`config.mk`:
```
export PLATFORM = sky130hd
export DESIGN_NAME = mio_bus_arbiter
export DESIGN_NICKNAME = d
export VERILOG_FILES = /design/src/rtl/mio_bus_arbiter_pkg.sv /design/src/rtl/mio_bus_arbiter.sv
export SDC_FILE = /design/constraint.sdc
export NUM_CORES = 1
export LEC_CHECK = 0
export ABC_AREA = 1
export CAP_MARGIN = 20
export CORE_MARGIN = 4
export CORE_UTILIZATION = 30
export CTS_BUF_LIST = sky130_fd_sc_hd__clkbuf_4 sky130_fd_sc_hd__clkbuf_8
export DETAILED_ROUTE_END_ITERATION = 8
export PLACE_DENSITY_LB_ADDON = 0.08
export REMOVE_ABC_BUFFERS = 1
export SYNTH_ARGS = -nofsm -noshare
export SYNTH_HDL_FRONTEND = slang
export SYNTH_SLANG_ARGS = --single-unit
```
`constraint.sdc`:
```
create_clock -name clk -period 2 [get_ports clk]
set_input_delay 0.2 -clock clk [delete_from_list [all_inputs] [get_ports clk]]
set_output_delay 0.2 -clock clk [all_outputs]
set_load 0.005 [all_outputs]
```
`src/rtl/mio_bus_arbiter_pkg.sv`:
```
// Shared definitions for the MIO bus arbiter: FSM state encoding and abort defaults.
package mio_bus_arbiter_pkg;

  typedef enum logic [1:0] {
    ARB_IDLE     = 2'd0,
    ARB_IF_BUSY  = 2'd1,
    ARB_MEM_BUSY = 2'd2
  } arb_state_e;

  localparam logic [31:0] ABORT_RDATA_DEFAULT = 32'h0000_0000;

endpackage

```
`src/rtl/mio_bus_arbiter.sv`:
```
// Arbitrates the single MIO memory port between the IF (fetch) and MEM (lw/sw) stages,
// with fixed MEM priority, a per-transaction timeout and per-stage stall outputs.
module mio_bus_arbiter
  import mio_bus_arbiter_pkg::*;
#(
  parameter int          TIMEOUT     = 256,
  parameter int          CNT_W       = 8,
  parameter logic [31:0] ABORT_RDATA = ABORT_RDATA_DEFAULT
) (
  input  logic        clk,
  input  logic        rst_n,
  input  logic        if_req,
  input  logic [31:0] if_addr,
  output logic [31:0] if_rdata,
  output logic        if_done,
  input  logic        mem_req,
  input  logic        mem_we,
  input  logic [31:0] mem_addr,
  input  logic [31:0] mem_wdata,
  output logic [31:0] mem_rdata,
  output logic        mem_done,
  output logic        mio_req,
  output logic        mio_we,
  output logic [31:0] mio_addr,
  output logic [31:0] mio_wdata,
  input  logic [31:0] mio_rdata,
  input  logic        MIO_ready,
  output logic        if_stall,
  output logic        mem_stall,
  output logic        bus_timeout
);

  localparam logic [CNT_W-1:0] CNT_LAST = CNT_W'(TIMEOUT - 1);

  arb_state_e        state_q, state_d;
  logic [CNT_W-1:0]  cnt_q, cnt_d;

  logic              mio_req_d, mio_we_d;
  logic [31:0]       mio_addr_d, mio_wdata_d;
  logic              if_done_d, mem_done_d;
  logic [31:0]       if_rdata_d, mem_rdata_d;
  logic              bus_timeout_d;

  logic              finish;
  logic              aborted;
  logic [31:0]       bus_result;

  // A requester is only eligible while its own done pulse is low, which
  // stops a still-held request from launching a duplicate access.
  logic              mem_eligible, if_eligible;

  assign mem_eligible = mem_req & ~mem_done;
  assign if_eligible  = if_req & ~if_done;

  assign aborted    = ~MIO_ready & (cnt_q == CNT_LAST);
  assign finish     = MIO_ready | aborted;
  assign bus_result = MIO_ready ? mio_rdata : ABORT_RDATA;

  assign if_stall  = if_req & ~if_done;
  assign mem_stall = mem_req & ~mem_done;

  always_comb begin
    // NOTE: every signal written here gets a default first so no path leaves it unassigned (no latch).
    state_d       = state_q;
    cnt_d         = cnt_q;
    mio_req_d     = mio_req;
    mio_we_d      = mio_we;
    mio_addr_d    = mio_addr;
    mio_wdata_d   = mio_wdata;
    if_done_d     = 1'b0;
    mem_done_d    = 1'b0;
    if_rdata_d    = '0;
    mem_rdata_d   = '0;
    bus_timeout_d = bus_timeout;

    unique case (state_q)
      ARB_IDLE: begin
        if (mem_eligible) begin
          state_d     = ARB_MEM_BUSY;
          cnt_d       = '0;
          mio_req_d   = 1'b1;
          mio_we_d    = mem_we;
          mio_addr_d  = mem_addr;
          mio_wdata_d = mem_wdata;
        end else if (if_eligible) begin
          state_d     = ARB_IF_BUSY;
          cnt_d       = '0;
          mio_req_d   = 1'b1;
          mio_we_d    = 1'b0;
          mio_addr_d  = if_addr;
          mio_wdata_d = '0;
        end
      end

      ARB_IF_BUSY: begin
        if (finish) begin
          state_d       = ARB_IDLE;
          cnt_d         = '0;
          mio_req_d     = 1'b0;
          mio_we_d      = 1'b0;
          mio_addr_d    = '0;
          mio_wdata_d   = '0;
          if_done_d     = 1'b1;
          if_rdata_d    = bus_result;
          bus_timeout_d = bus_timeout | aborted;
        end else begin
          cnt_d = cnt_q + CNT_W'(1);
        end
      end

      ARB_MEM_BUSY: begin
        if (finish) begin
          state_d       = ARB_IDLE;
          cnt_d         = '0;
          mio_req_d     = 1'b0;
          mio_we_d      = 1'b0;
          mio_addr_d    = '0;
          mio_wdata_d   = '0;
          mem_done_d    = 1'b1;
          // Stores return zero regardless of what the bus drives.
          mem_rdata_d   = mio_we ? 32'h0 : bus_result;
          bus_timeout_d = bus_timeout | aborted;
        end else begin
          cnt_d = cnt_q + CNT_W'(1);
        end
      end

      default: begin
        state_d   = ARB_IDLE;
        cnt_d     = '0;
        mio_req_d = 1'b0;
      end
    endcase
  end

  // NOTE: sequential state uses non-blocking assignments so every flop samples pre-edge values.
  always_ff @(posedge clk or negedge rst_n) begin
    if (!rst_n) begin
      state_q     <= ARB_IDLE;
      cnt_q       <= '0;
      mio_req     <= 1'b0;
      mio_we      <= 1'b0;
      mio_addr    <= '0;
      mio_wdata   <= '0;
      if_done     <= 1'b0;
      mem_done    <= 1'b0;
      if_rdata    <= '0;
      mem_rdata   <= '0;
      bus_timeout <= 1'b0;
    end else begin
      state_q     <= state_d;
      cnt_q       <= cnt_d;
      mio_req     <= mio_req_d;
      mio_we      <= mio_we_d;
      mio_addr    <= mio_addr_d;
      mio_wdata   <= mio_wdata_d;
      if_done     <= if_done_d;
      mem_done    <= mem_done_d;
      if_rdata    <= if_rdata_d;
      mem_rdata   <= mem_rdata_d;
      bus_timeout <= bus_timeout_d;
    end
  end

endmodule

```
==> results by stage <==
Status:
- The flow ran to the end, and the final reports show no timing, DRC or antenna violations.

Timing:
- Setup violations remaining at the end of the flow were counted as 0.
- The maximum clock rate is between 0.5 and 0.6 GHz.
- The final hold violation count is 0.
- The number of pins with negative max-slew slack in the final report is 0.
- The post-route clock skew is around 0.0099 ns.
- Across all hold checks on the routed design, the worst slack comes to 0.275 ns.
- The smallest clock period supported by the final layout is computed as 1.85 ns.
- At the pin with the least slew margin, the transition time is 0.507 ns.
- The relative max-transition margin is 0.662.
- Setup repair after global routing left no endpoint under its margin.
- Of the available clock period, the critical path in the final layout requires 0.923.
- Across all setup checks in the final design, the least slack found is between 0.15 and 0.2 ns.

Synth:
- During synthesis, Yosys emitted a total of 0 warnings.
- The commonest cells after synthesis are sky130_fd_sc_hd__nand2_1, sky130_fd_sc_hd__dfrtp_1, sky130_fd_sc_hd__nor2_1, sky130_fd_sc_hd__o21ai_0, sky130_fd_sc_hd__o21ai_1.
- The most frequent cell after synthesis is sky130_fd_sc_hd__nand2_1.
- Counting flops with a built-in enable in the synthesized netlist gives 0.
- Yosys attributes the largest share of cell area to sky130_fd_sc_hd__dfrtp_1, sky130_fd_sc_hd__nand2_1, sky130_fd_sc_hd__nor2_1, sky130_fd_sc_hd__o21ai_2, sky130_fd_sc_hd__o21ai_0.
- The most used flip-flop cell after synthesis is sky130_fd_sc_hd__dfrtp_1.
- Synthesis produced approximately 630 cells.
- Of the post-synthesis cell area, the dominant cell type holds 0.613.
- Dividing the synthesized area by the synthesized cell count gives around 9.3 sq um.
- The async set-reset flop share out of synthesis is 1.00.
- Synthesis instantiated 24 different standard cells from the library.
- After synthesis the cells add up to 0.00584 sq mm.
- The biggest area consumer among synthesized cells is sky130_fd_sc_hd__dfrtp_1.
- Of the synthesized area, sequential elements account for 0.613.
- In this run, synthesis produced a sequential element count of between 100 and 150.

Detailed routing:
- For this block, the routed nets add up to 18500 microns of wire.
- The first routing iteration left approximately 220 violations.
- Dividing the detail-routed via count by the number of cells gives between 4 and 5.
- After detailed routing, the number of remaining DRC violations is 0.
- The first detailed-routing pass took 4 iterations.
- For this block, the via count after detailed routing is about 5000.
- Once detail routing completed, the nets flagged for antenna violations numbered 0.
- After detailed routing, the average wire length per cell comes to around 16 microns.

Clock tree:
- The H-tree was split into 4 levels.
- Counting along the longest clock path gives a buffer depth of 2.
- The clock net in this run drives a total of 143 sinks.
- The clock input transition at the sequential cells of the worst setup and hold paths is ~0.080 ns.
- The total clock buffers created by CTS is 17.
- TritonCTS built the clock tree.
- In this run the post-CTS setup repair buffer count came out at 0.
- The cell sitting at the root of the clock tree is a sky130_fd_sc_hd__clkbuf_8.
- The later pin in the worst-skew pair is clocked with a latency of ~0.44 ns.

Global route:
- The total routing resource utilization after global routing is 0.170.
- The number of antenna violations at the first check in global routing was 1.
- The pin count of the biggest net entering global routing is 52.
- The first global-routing pass estimated 29100 microns of wire.
- The via count of the first global-routing pass is just over 5000.
- The sum of overflow across all layers after global routing is 0.

Floorplanning:
- From left edge to right edge, the die measures between 100 and 150 microns.
- The die outline area is roughly 0.022 sq mm.
- The number of placed I/O pins is 269.
- The initial utilization of the core area, before any placement, comes to 0.309.
- The floorplan step set the die height to roughly 150 microns.
- The initialized floorplan defines 50 standard-cell rows.
- The total area inside the core boundary comes to ~0.019 sq mm.

Final layout:
- The area overhead of the layout relative to synthesis is 58.9%.
- The number of antenna diodes is 0.
- The area of the multi-input gates is 0.00194 sq mm.
- The share of final-layout standard cells stronger than drive strength 1 is 0.103.
- The storage element area is about 0.0036 sq mm.
- The number of nets in the final layout is a little over 1000.
- The filler cell count in the final layout is ~1800.

Place:
- The congestion estimate from routability-driven global placement came to 0.798.
- The worst slack at placement is 0.217 ns.
- The estimated wirelength of the detail-placed design is around 14000 microns.
- In this run the tool buffered the top-level ports with between 200 and 300 buffer cells.

Pwr:
- The total power density per cell area is ~1200 mW/mm^2.
- VDD sags by at most just over 0.7 mV.
- In this run the static leakage power is just over 4 nW.
- The overall power of the completed layout is 11.4 mW.

Worst setup path:
- The type of element capturing the critical path is an output pin.
- The critical path in this run is classified as flip-flop to output pin.
- Of all nets on the critical path, the largest fanout is 5.
- The category of the worst setup path launch point is a flip-flop.
- The cell depth of the worst flop-to-flop path is 9.
- Data on the critical path arrives at its endpoint at between 1.5 and 2 ns.
- The data required time of the critical path is 1.80 ns.

Run:
- The max-cap violation count is 0.

Min path:
- In this run the worst hold path is classified as input pin to asynchronous set/reset pin.
-- repair_timing --
item | CTS | global route
gates resized for setup | 0 | 0
endpoints found under the hold margin | 47 | 0
hold buffers | 1 | 0
-- power breakdown --
part	switching, mW	internal [mW]
Sequential	0.306	3.56
Combinational	2.69	2.33
Clock	1.13	1.41
-- per-layer routing --
layer	track usage	vias to the layer above	part of all wire
met5	0	-	0.00070
li1	-	2511	-
met1	0.216	2375	0.43
met4	0.0475	2	0.010
met3	0.0779	15	0.11
met2	0.263	208	0.45
-- worst paths after layout --
check,start,to,slack (ns)
worst max-delay path,mem_done,mem_stall,0.15
worst min-delay path,rst_n,mio_addr[19],0.28
worst max register to register,state_q[1],mio_wdata[29],0.22
worst min register to register,mio_wdata[23],mio_wdata[23],0.49
max in group asynchronous,rst_n,mio_wdata[16],1.00
min in group clk,mio_rdata[24],if_rdata[24],0.30
-- worst max-delay path, cell delays in order (launching register included) --
cell and delay, ns:
sky130_fd_sc_hd__dfrtp_1 0.39, sky130_fd_sc_hd__inv_1 0.07, sky130_fd_sc_hd__nand2_2 0.08, sky130_fd_sc_hd__clkinv_1 0.12
sky130_fd_sc_hd__clkdlybuf4s50_1 0.55
-- cells by family after synthesis --
family	synth area share
AOI/OAI and AO/OA	0.113
xor gates and xnor gates	0.00300
DFF	0.613
adders and majority gates	0.00857
and+or+nand+nor	0.207
buffers and inverters	0.0557
-- sequential cells by signal (all words and copies together) (netlist names) --
register     count
state_q          2
if_done          1
mio_wdata       32
mem_done         1
cnt_q            8
bus_timeout      1
mio_we           1
if_rdata        32
mio_addr        32
mio_req          1
mem_rdata       32
-- cell type report --
cell class,count,area share
flip-flops and latches,143,0.386
repair buffers,290,0.313
multi-input cells,422,0.209
well taps,260,0.0351
clock buffers,19,0.0275
clock inverters,13,0.0201
inverters,24,0.00972
-- layout by cell type, fill, tap and decap left out, drive strengths merged, types with 2 or more instances in the layout --
master,synthesis,layout
clkdlybuf4s50,0,267
nand2,158,158
dfrtp,143,143
nor2,139,139
o21ai,102,102
inv,23,25
buf,21,22
clkbuf,18,19
nand3,8,8
clkinv,1,7
a21oi,4,4
ha,4,4
bufinv,0,4
nor3,2,2
xor2,2,2
-- through the flow --
stage               instances   util  instance area, sq um  setup TNS (ns)
floorplan                 589      -                  5600          -50.23
global placement         1138  0.467                  8820               0
detailed placement       1138  0.467                  8820               0
CTS                      1171  0.491                  9270               0
global route             1171  0.491                  9270               0
finish                   1171  0.491                  9270               0
No activity file was read; power rests on OpenSTA's default activity.
